## config.mk

```make
export PLATFORM = sky130hd
export DESIGN_NAME = pci_initiator_32
export DESIGN_NICKNAME = d
export VERILOG_FILES = /design/src/rtl/pci_initiator_32.sv
export SDC_FILE = /design/constraint.sdc
export NUM_CORES = 1
export LEC_CHECK = 0
export ABC_AREA = 1
export BUFFER_PORTS_ARGS = -buffer_cell sky130_fd_sc_hd__clkbuf_2
export CORE_MARGIN = 2
export CORE_UTILIZATION = 35
export DETAILED_ROUTE_END_ITERATION = 8
export PLACE_DENSITY = 0.54
export SLEW_MARGIN = 0
export SYNTH_ARGS = -nofsm -noshare
export SYNTH_HDL_FRONTEND = slang
export SYNTH_SLANG_ARGS = --single-unit
```

## constraint.sdc

```tcl
create_clock -name clk -period 2.5 [get_ports clk]
set_input_delay 0.25 -clock clk [delete_from_list [all_inputs] [get_ports clk]]
set_output_delay 0.25 -clock clk [all_outputs]
set_load 0.005 [all_outputs]
```

## src/rtl/pci_initiator_32.sv

```systemverilog
// Bus-master side of the 32-bit PCI-style target interface: runs one read or
// write burst per command, two cycles per beat, with fully registered bus outputs.
module pci_initiator_32 #(
   parameter int          LEN_W     = 8,
   parameter logic [31:0] IDLE_ADDR = 32'h0000_0000
) (
   input  logic             clk,
   input  logic             rst,
   input  logic             start,
   input  logic             cmd_we,
   input  logic [29:0]      start_addr,
   input  logic [LEN_W-1:0] burst_len,
   input  logic [31:0]      wr_data,
   input  logic [3:0]       wr_be,
   output logic             wr_pop,
   output logic [31:0]      rd_data,
   output logic             rd_valid,
   output logic             busy,
   output logic             done,
   output logic             abort,
   output logic [LEN_W-1:0] beats_done,
   output logic [31:0]      add_out,
   output logic [31:0]      data_out,
   output logic [3:0]       be_out,
   output logic             we_out,
   output logic             req_64,
   input  logic             devsel_32,
   input  logic             last_add,
   input  logic [31:0]      data_in
);

   typedef enum logic [1:0] {IDLE, DRIVE, RESP, FIN} state_t;

   localparam logic [LEN_W-1:0] ONE = LEN_W'(1);

   state_t           state_reg, state_next;
   logic [29:0]      ptr_reg, ptr_next;
   logic [LEN_W-1:0] len_reg, len_next;
   logic             we_reg, we_next;
   logic [LEN_W-1:0] beats_reg, beats_next;
   logic [31:0]      add_out_reg, add_out_next;
   logic [31:0]      data_out_reg, data_out_next;
   logic [3:0]       be_out_reg, be_out_next;
   logic             we_out_reg, we_out_next;
   logic             wr_pop_reg, wr_pop_next;
   logic [31:0]      rd_data_reg, rd_data_next;
   logic             rd_valid_reg, rd_valid_next;
   logic             busy_reg, busy_next;
   logic             done_reg, done_next;
   logic             abort_reg, abort_next;
   logic [LEN_W-1:0] beats_inc;
   logic [29:0]      ptr_inc;

   assign beats_inc = beats_reg + ONE;
   assign ptr_inc   = ptr_reg + 30'd1;

   always_ff @(posedge clk) begin
      if (rst) begin
         state_reg    <= IDLE;
         ptr_reg      <= '0;
         len_reg      <= '0;
         we_reg       <= 1'b0;
         beats_reg    <= '0;
         add_out_reg  <= IDLE_ADDR;
         data_out_reg <= '0;
         be_out_reg   <= '0;
         we_out_reg   <= 1'b0;
         wr_pop_reg   <= 1'b0;
         rd_data_reg  <= '0;
         rd_valid_reg <= 1'b0;
         busy_reg     <= 1'b0;
         done_reg     <= 1'b0;
         abort_reg    <= 1'b0;
      end else begin
         state_reg    <= state_next;
         ptr_reg      <= ptr_next;
         len_reg      <= len_next;
         we_reg       <= we_next;
         beats_reg    <= beats_next;
         add_out_reg  <= add_out_next;
         data_out_reg <= data_out_next;
         be_out_reg   <= be_out_next;
         we_out_reg   <= we_out_next;
         wr_pop_reg   <= wr_pop_next;
         rd_data_reg  <= rd_data_next;
         rd_valid_reg <= rd_valid_next;
         busy_reg     <= busy_next;
         done_reg     <= done_next;
         abort_reg    <= abort_next;
      end
   end

   always_comb begin
      state_next    = state_reg;
      ptr_next      = ptr_reg;
      len_next      = len_reg;
      we_next       = we_reg;
      beats_next    = beats_reg;
      add_out_next  = add_out_reg;
      data_out_next = data_out_reg;
      be_out_next   = be_out_reg;
      we_out_next   = we_out_reg;
      wr_pop_next   = 1'b0;
      rd_data_next  = rd_data_reg;
      rd_valid_next = 1'b0;
      busy_next     = busy_reg;
      done_next     = 1'b0;
      abort_next    = abort_reg;

      case (state_reg)
         IDLE: begin
            if (start && burst_len != '0) begin
               state_next   = DRIVE;
               we_next      = cmd_we;
               len_next     = burst_len;
               ptr_next     = start_addr;
               beats_next   = '0;
               abort_next   = 1'b0;
               busy_next    = 1'b1;
               add_out_next = {start_addr, 2'b00};
               we_out_next  = cmd_we;
               if (cmd_we) begin
                  data_out_next = wr_data;
                  be_out_next   = wr_be;
                  wr_pop_next   = 1'b1;
               end else begin
                  data_out_next = '0;
                  be_out_next   = 4'hF;
               end
            end
         end
         DRIVE: state_next = RESP;
         RESP: begin
            // Bus returns to idle as soon as the burst ends so FIN never drives a beat.
            if (devsel_32) begin
               state_next    = FIN;
               abort_next    = 1'b1;
               done_next     = 1'b1;
               add_out_next  = IDLE_ADDR;
               data_out_next = '0;
               be_out_next   = '0;
               we_out_next   = 1'b0;
            end else begin
               beats_next = beats_inc;
               if (!we_reg) begin
                  rd_data_next  = data_in;
                  rd_valid_next = 1'b1;
               end
               if (beats_inc == len_reg || last_add) begin
                  state_next    = FIN;
                  abort_next    = 1'b0;
                  done_next     = 1'b1;
                  add_out_next  = IDLE_ADDR;
                  data_out_next = '0;
                  be_out_next   = '0;
                  we_out_next   = 1'b0;
               end else begin
                  state_next   = DRIVE;
                  ptr_next     = ptr_inc;
                  add_out_next = {ptr_inc, 2'b00};
                  if (we_reg) begin
                     data_out_next = wr_data;
                     be_out_next   = wr_be;
                     wr_pop_next   = 1'b1;
                  end
               end
            end
         end
         FIN: begin
            state_next = IDLE;
            busy_next  = 1'b0;
         end
         default: state_next = IDLE;
      endcase
   end

   assign wr_pop     = wr_pop_reg;
   assign rd_data    = rd_data_reg;
   assign rd_valid   = rd_valid_reg;
   assign busy       = busy_reg;
   assign done       = done_reg;
   assign abort      = abort_reg;
   assign beats_done = beats_reg;
   assign add_out    = add_out_reg;
   assign data_out   = data_out_reg;
   assign be_out     = be_out_reg;
   assign we_out     = we_out_reg;
   assign req_64     = 1'b0;

endmodule

```

==> results_dict.tcl, run 1 <==
set metrics [dict create \
    path_class "register to register" \
    synth_area_leaders "dfxtp_1 (41%), nor2_1 (13%), nand2_1 (9.9%)" \
    finalNonFillerCells 1588 \
    yosys-top-cells-count "nor2_1 (252), nand2_1 (194), dfxtp_1 (153)" \
    hp-class "primary input to register" \
    final_nets 1414 \
    hold_violations 0 \
    drtIter0Drc 377 \
    cp.required_ns 2.79 \
    cts_made_buffers 17 \
    syn_area_per_cell_um2 6.71 \
    p_per_area_mw_per_mm2 666 \
    fin_area_mm2 0.00942 \
    p_leak_nw 4.41 \
    via_per_inst 4.73 \
    pwr-share-comb_pct 16.0 \
    grt_pass1_vias 7104 \
    overflow 0 \
    coreArea_mm2 0.0209 \
    synthArstFlopShare_pct 0 \
    report.final.slew_viol_count 0 \
    ys_seq_elements 153 \
    num_antenna_cells 0 \
    cp.arrival_ns 2.50 \
    dr.pass1.iters 4 \
    rsz0062_at_grt "no" \
    slew_headroom_pct 53.3 \
    synth_ff_type "dfxtp_1" \
    vdd_drop_max_v 0.000437 \
    remaining_drc_errors 0 \
    dpl.hpwl_um 15500 \
    synthDistinctLibCells 40 \
    ys_seq_area_share_pct 41.4 \
    place.gp.congestion 0.846 \
    endpoint_kind "register" \
    setup_viol 0 \
    intPower_mw 4.36 \
    switchingPower_mw 1.91 \
    post_drt_wl_per_cell_um 14.0 \
    clock_latency_ns 0.43 \
    worst_slack_ns 0.295 \
    io_buffers 223 \
    root_buffer "clkbuf_16" \
    tritoncts "yes" \
    start_kind "register" \
    placed_cell_area_mm2 0.00881 \
    finClkSkew_ns 0.0134 \
    initial_utilization_pct 35.4 \
    synth_warnings 0 \
    netlist_instances 1101 \
    syn_area_mm2 0.00739 \
    worst_slew_pin_slew_ns 0.700 \
    rows 53 \
    cts.clk_slew.worst_paths_ns 0.07 \
    setup_tns_ns 0 \
    max_cap_viol_count 0 \
    synth_top_area_cell "dfxtp_1" \
    num_vias 7504 \
    place_ws_ns 0.218 \
    dp.cells 1555 \
    grt_usage_pct 20.1 \
    power_frac_seq_pct 43.7 \
    cts_sinks 153 \
    die_y_um 149 \
    switching_share_pct 30.5 \
    cts-hold-fix-buffers 0 \
    dieArea_mm2 0.0223 \
    die_width_um 149 \
    route.antenna.remaining_nets 0 \
    p_clk_share_pct 40.4 \
    finalCriticalPeriod_ns 2.21 \
    outcome "complete, no violations" \
    fill_cells 2261 \
    fmax_mhz 453 \
    pin_count 227 \
    syn_to_final_growth_pct 27.5 \
    cp_max_fo 18 \
    synth_most_common_cell "nor2_1" \
    post-route-util_pct 45.1 \
    fin_crit_sh_pct 88.2 \
    grt_max_degree 113 \
    clockBufferDepth 2 \
    wirelength_um 22300 \
    synth-edff-count 0 \
    htreeDepth 4 \
    grt_pass1_wl_um 35900 \
    antenna_found_initial 0 \
    yosysTopAreaCellShare_pct 41.4 \
    drive_above_1_share_pct 23.3 \
]
[area by class of cell]
type,instances,area (µm²),share of cell area (%)
Timing Repair Buffer,244,1380,14.7
Tap cell,275,344,3.65
Sequential cell,153,3070,32.5
Clock inverter,15,153,1.62
Inverter,80,303,3.21
Multi-Input combinational cell,804,3750,39.8
Clock buffer,17,425,4.51
[worst max-delay path, stage by stage (launching register included)]
cell       delay, ns
dfxtp_1         0.40
ha_1            0.21
nand2_1         0.09
nor2_1          0.14
nand2_1         0.09
nand3_1         0.07
nand3_1         0.09
nor2_2          0.12
nand3_2         0.10
nand3_2         0.13
nand2_8         0.13
inv_4           0.12
clkbuf_16       0.19
nor2_1          0.05
nor2_1          0.08
nor2_1          0.05
[repair_timing]
| item | 4_1_cts | 5_1_grt |
|---|---|---|
| setup buffers | 0 | 0 |
| resized for setup | 0 | 4 |
| hold endpoints to repair | 0 | 0 |
| endpoints found under the setup margin | 0 | 36 |
[kinds of logic (layout without fill, tap and decap cells)]
family / count (synthesis) / count (layout) / share of synthesized area [%]
other: 1 / 3 / 0.0507
AOI/OAI and AO/OA: 187 / 187 / 14.4
DFF: 153 / 153 / 41.4
xor gates and xnor gates: 11 / 11 / 1.30
adders and majority gates: 2 / 2 / 0.339
buffers and inverters: 146 / 356 / 8.16
and+or+nand+nor: 601 / 601 / 34.3
[placed cells by master, fill, tap and decap left out, types with 3 or more instances in the layout]
| cell type | count |
|---|---|
| dfxtp_1 | 151 |
| clkbuf_16 | 18 |
| buf_12 | 7 |
| a21boi_0 | 28 |
| clkinvlp_4 | 3 |
| xnor2_1 | 4 |
| nand3_1 | 112 |
| nand4_1 | 6 |
| nor2_1 | 251 |
| nor3_1 | 8 |
| clkbuf_2 | 222 |
| nor4_1 | 3 |
| nand2_1 | 193 |
| or2_2 | 8 |
| nand3b_1 | 3 |
| nand3_2 | 3 |
| o21ai_0 | 58 |
| a21o_1 | 3 |
| inv_2 | 3 |
| conb_1 | 3 |
| a21oi_1 | 78 |
| nor2_2 | 6 |
| a21boi_1 | 8 |
| inv_8 | 4 |
| inv_6 | 6 |
| buf_4 | 14 |
| inv_1 | 76 |
| xor2_1 | 7 |
[power by group through the flow]
stage | combinational, mW | sequential [mW] | clock [mW]
floorplan | 0.593 | 2.78 | 0
finish | 1.00 | 2.74 | 2.53
global route | 1.14 | 2.76 | 2.70
global placement | 0.995 | 2.79 | 0
CTS | 1.00 | 2.74 | 2.60
detailed placement | 1.00 | 2.79 | 0
[per-layer routing]
layer | global-route usage (%) | routed length, µm | share of wire [%]
met5 | 0 | 0 | 0
met4 | 7.19 | 457 | 2.1
met3 | 6.09 | 1490 | 6.7
met2 | 32.1 | 10100 | 45
met1 | 25.5 | 10200 | 46
[stage by stage]
step	total power, mW	hold slack [ns]
floorplan	3.38	0.385
global placement	3.79	0.453
detailed placement	3.80	0.454
CTS	6.35	0.0157
global route	6.61	0.0392
finish	6.27	0.0350
[path summary, 6_finish.rpt]
check                start  cells after the start  slack [ns]           end
max          beats_done[1]                     15        0.29  data_out[28]
min            data_in[28]                      3        0.03   rd_data[28]
max reg2reg  beats_done[1]                     15        0.29  data_out[28]
min reg2reg     add_out[2]                      2        0.46    add_out[2]
(Power assumes the default switching activity.)
==> run 2: changes to the inputs <==
--- a/config.mk
+++ b/config.mk
@@ -5,12 +5,11 @@
 export SDC_FILE = /design/constraint.sdc
 export NUM_CORES = 1
 export LEC_CHECK = 0
-export ABC_AREA = 1
 export BUFFER_PORTS_ARGS = -buffer_cell sky130_fd_sc_hd__clkbuf_2
 export CORE_MARGIN = 2
 export CORE_UTILIZATION = 35
 export DETAILED_ROUTE_END_ITERATION = 8
-export PLACE_DENSITY = 0.54
+export PLACE_DENSITY = 0.56
 export SLEW_MARGIN = 0
 export SYNTH_ARGS = -nofsm -noshare
 export SYNTH_HDL_FRONTEND = slang
==> run 2 against run 1 <==
Die area decreased by 13%. Sequential cell count unchanged. Worst setup slack got worse by 0.17 ns. Largest cell class unchanged. Highest routed layer unchanged.
==> results_dict.tcl, run 2 <==
set metrics [dict create \
    outcome "complete, no violations" \
    pin_count 227 \
    path_class "register to register" \
    initial_utilization_pct 35.8 \
    die_y_um 140 \
    hold_violations 0 \
    setup_viol 0 \
    placed_cell_area_mm2 0.00795 \
    fmax_mhz 422 \
    dr.pass1.iters 5 \
    grt_pass1_vias 5665 \
    drive_above_1_share_pct 33.0 \
    report.final.slew_viol_count 0 \
    clockBufferDepth 2 \
    dieArea_mm2 0.0195 \
    tritoncts "yes" \
    syn_area_per_cell_um2 9.03 \
    path_cells "nand4_2, or3_4, or4_4, or3_1, a31oi_1, a22o_1" \
    remaining_drc_errors 0 \
    synth_top_area_cell "dfxtp_1" \
    place.gp.congestion 0.805 \
    ys_seq_elements 153 \
    synthDistinctLibCells 63 \
    netlist_instances 712 \
    num_vias 6002 \
    worst_slack_ns 0.130 \
    max_cap_viol_count 0 \
    fin_crit_sh_pct 94.8 \
    rows 49 \
    fill_cells 1749 \
    p_total_mw 6.16 \
    antenna_found_initial 1 \
    yosysTopAreaCellShare_pct 47.7 \
    setup_tns_ns 0 \
    worst_slew_pin_slew_ns 0.856 \
    dp.cells 1146 \
    finClkSkew_ns 0.0130 \
    cts_made_buffers 17 \
    p_per_area_mw_per_mm2 717 \
    final_nets 1050 \
    final_cell_mix "clkbuf_2 (223), dfxtp_1 (150), nand2_1 (117)" \
    whs_path_depth 2 \
    rsz0062_at_grt "no" \
    vdd_drop_max_v 0.000446 \
    place_ws_ns 0.0147 \
    syn_to_final_growth_pct 33.8 \
    synth_most_common_cell "dfxtp_1" \
    synth_ff_type "dfxtp_1" \
    finalNonFillerCells 1178 \
    reg2reg_depth 6 \
    cts_sinks 153 \
    cp_top_family "simple AND/OR/NAND/NOR gates" \
    synth-edff-count 0 \
    finalCriticalPeriod_ns 2.37 \
    slew_headroom_pct 42.6 \
    wirelength_um 18300 \
    grt_usage_pct 18.6 \
    root_buffer "clkbuf_16" \
    die_width_um 140 \
    critPathBufInv 0 \
    post_drt_wl_per_cell_um 15.5 \
    slowest_stage "or4_4" \
    grt_max_degree 68 \
    p_leak_nw 3.63 \
    cts.clk_slew.worst_paths_ns 0.07 \
    max_stage_delay_ns 0.59 \
    ys_seq_area_share_pct 47.7 \
    cp.arrival_ns 2.74 \
    critical_path_depth 6 \
    syn_area_mm2 0.00643 \
    drtIter0Drc 221 \
    hp-class "primary input to register" \
    clock_latency_ns 0.43 \
    post-cts-setup-buffer-count 0 \
    grt_pass1_wl_um 29200 \
    fin_area_mm2 0.00860 \
    via_per_inst 5.10 \
    synth_warnings 0 \
    route.antenna.remaining_nets 0 \
    htreeDepth 4 \
    yosys-top-cells-count "dfxtp_1 (153), nand2_1 (117), a22o_1 (60)" \
    cp_max_fo 6 \
    endpoint_kind "register" \
    io_buffers 223 \
    cp.required_ns 2.87 \
    final_common_cell "clkbuf_2" \
    dpl.hpwl_um 12800 \
    synth_area_leaders "dfxtp_1 (48%), a22o_1 (8.2%), nand2_1 (6.8%)" \
    synthArstFlopShare_pct 0 \
    overflow 0 \
    start_kind "register" \
    coreArea_mm2 0.0180 \
]
-- run 2: cell types whose count changed after synthesis, sizes merged, moves of 32 or more --
| cell | delta |
|---|---|
| inv | -69 |
| a21oi | -33 |
| a22o | +60 |
| a21boi | -32 |
| nand2 | -79 |
| nor2 | -220 |
| nand3 | -101 |
-- run 2: repair_timing --
action                                  in CTS  in global routing
hold endpoints to repair                     0                  0
resized for setup                            0                  7
hold buffers                                 0                  0
endpoints found under the setup margin       0                 47
-- run 2: final timing paths --
path / startpoint / slack, ns / end
setup / recovery: ptr_reg[6] / 0.13 / add_out[29]
hold / removal: wr_data[0] / 0.02 / data_out[0]
setup reg to reg: ptr_reg[6] / 0.13 / add_out[29]
hold reg to reg: rd_data[0] / 0.45 / rd_data[0]
-- run 2: stage by stage --
step	utilization (%)	hold slack (ns)
finish	47.9	0.0249
global route	47.9	0.00574
CTS	47.7	0.00357
detailed placement	44.2	0.445
global placement	44.2	0.437
floorplan	-	0.376
-- run 2: area by class of cell --
class	count	area [µm²]	share of cell area, %
Timing Repair Buffer	256	1430	16.6
Inverter	11	41.3	0.480
Sequential cell	153	3070	35.7
Antenna cell	1	2.50	0.0291
Multi-Input combinational cell	497	3160	36.7
Clock inverter	12	165	1.92
Tap cell	229	287	3.33
Clock buffer	19	453	5.27
-- run 2: power breakdown --
group          total, mW  leakage (nW)  internal, mW  switching (mW)
clock network       2.70         0.293          1.63            1.07
registers           2.71          1.25          2.59           0.122
logic              0.747          2.08         0.352           0.394
total               6.16          3.63          4.58            1.58
-- run 2: logic make-up after synthesis --
group	after synthesis	share of synthesized area, %
buffers and inverters	64	4.21
adders and majority gates	2	0.389
muxes	12	1.87
other	1	0.0584
AOI/OAI and AO/OA	212	23.9
and+or+nand+nor	234	17.1
DFF	153	47.7
xor gates and xnor gates	34	4.85
-- run 2: worst register-to-register path: stages (launching register included) --
cell and delay, ns:
dfxtp_1 0.42, nand4_2 0.18, or3_4 0.41, or4_4 0.59
or3_1 0.32, a31oi_1 0.24, a22o_1 0.15
-- run 2: routing by layer --
metal / vias to the layer above / GRT usage [%] / part of all wire [%]
met5: - / 0 / 0
met3: 13 / 5.57 / 8.1
met4: 0 / 6.96 / 1.3
met2: 243 / 27.0 / 43
li1: 3035 / - / -
met1: 2711 / 26.0 / 47
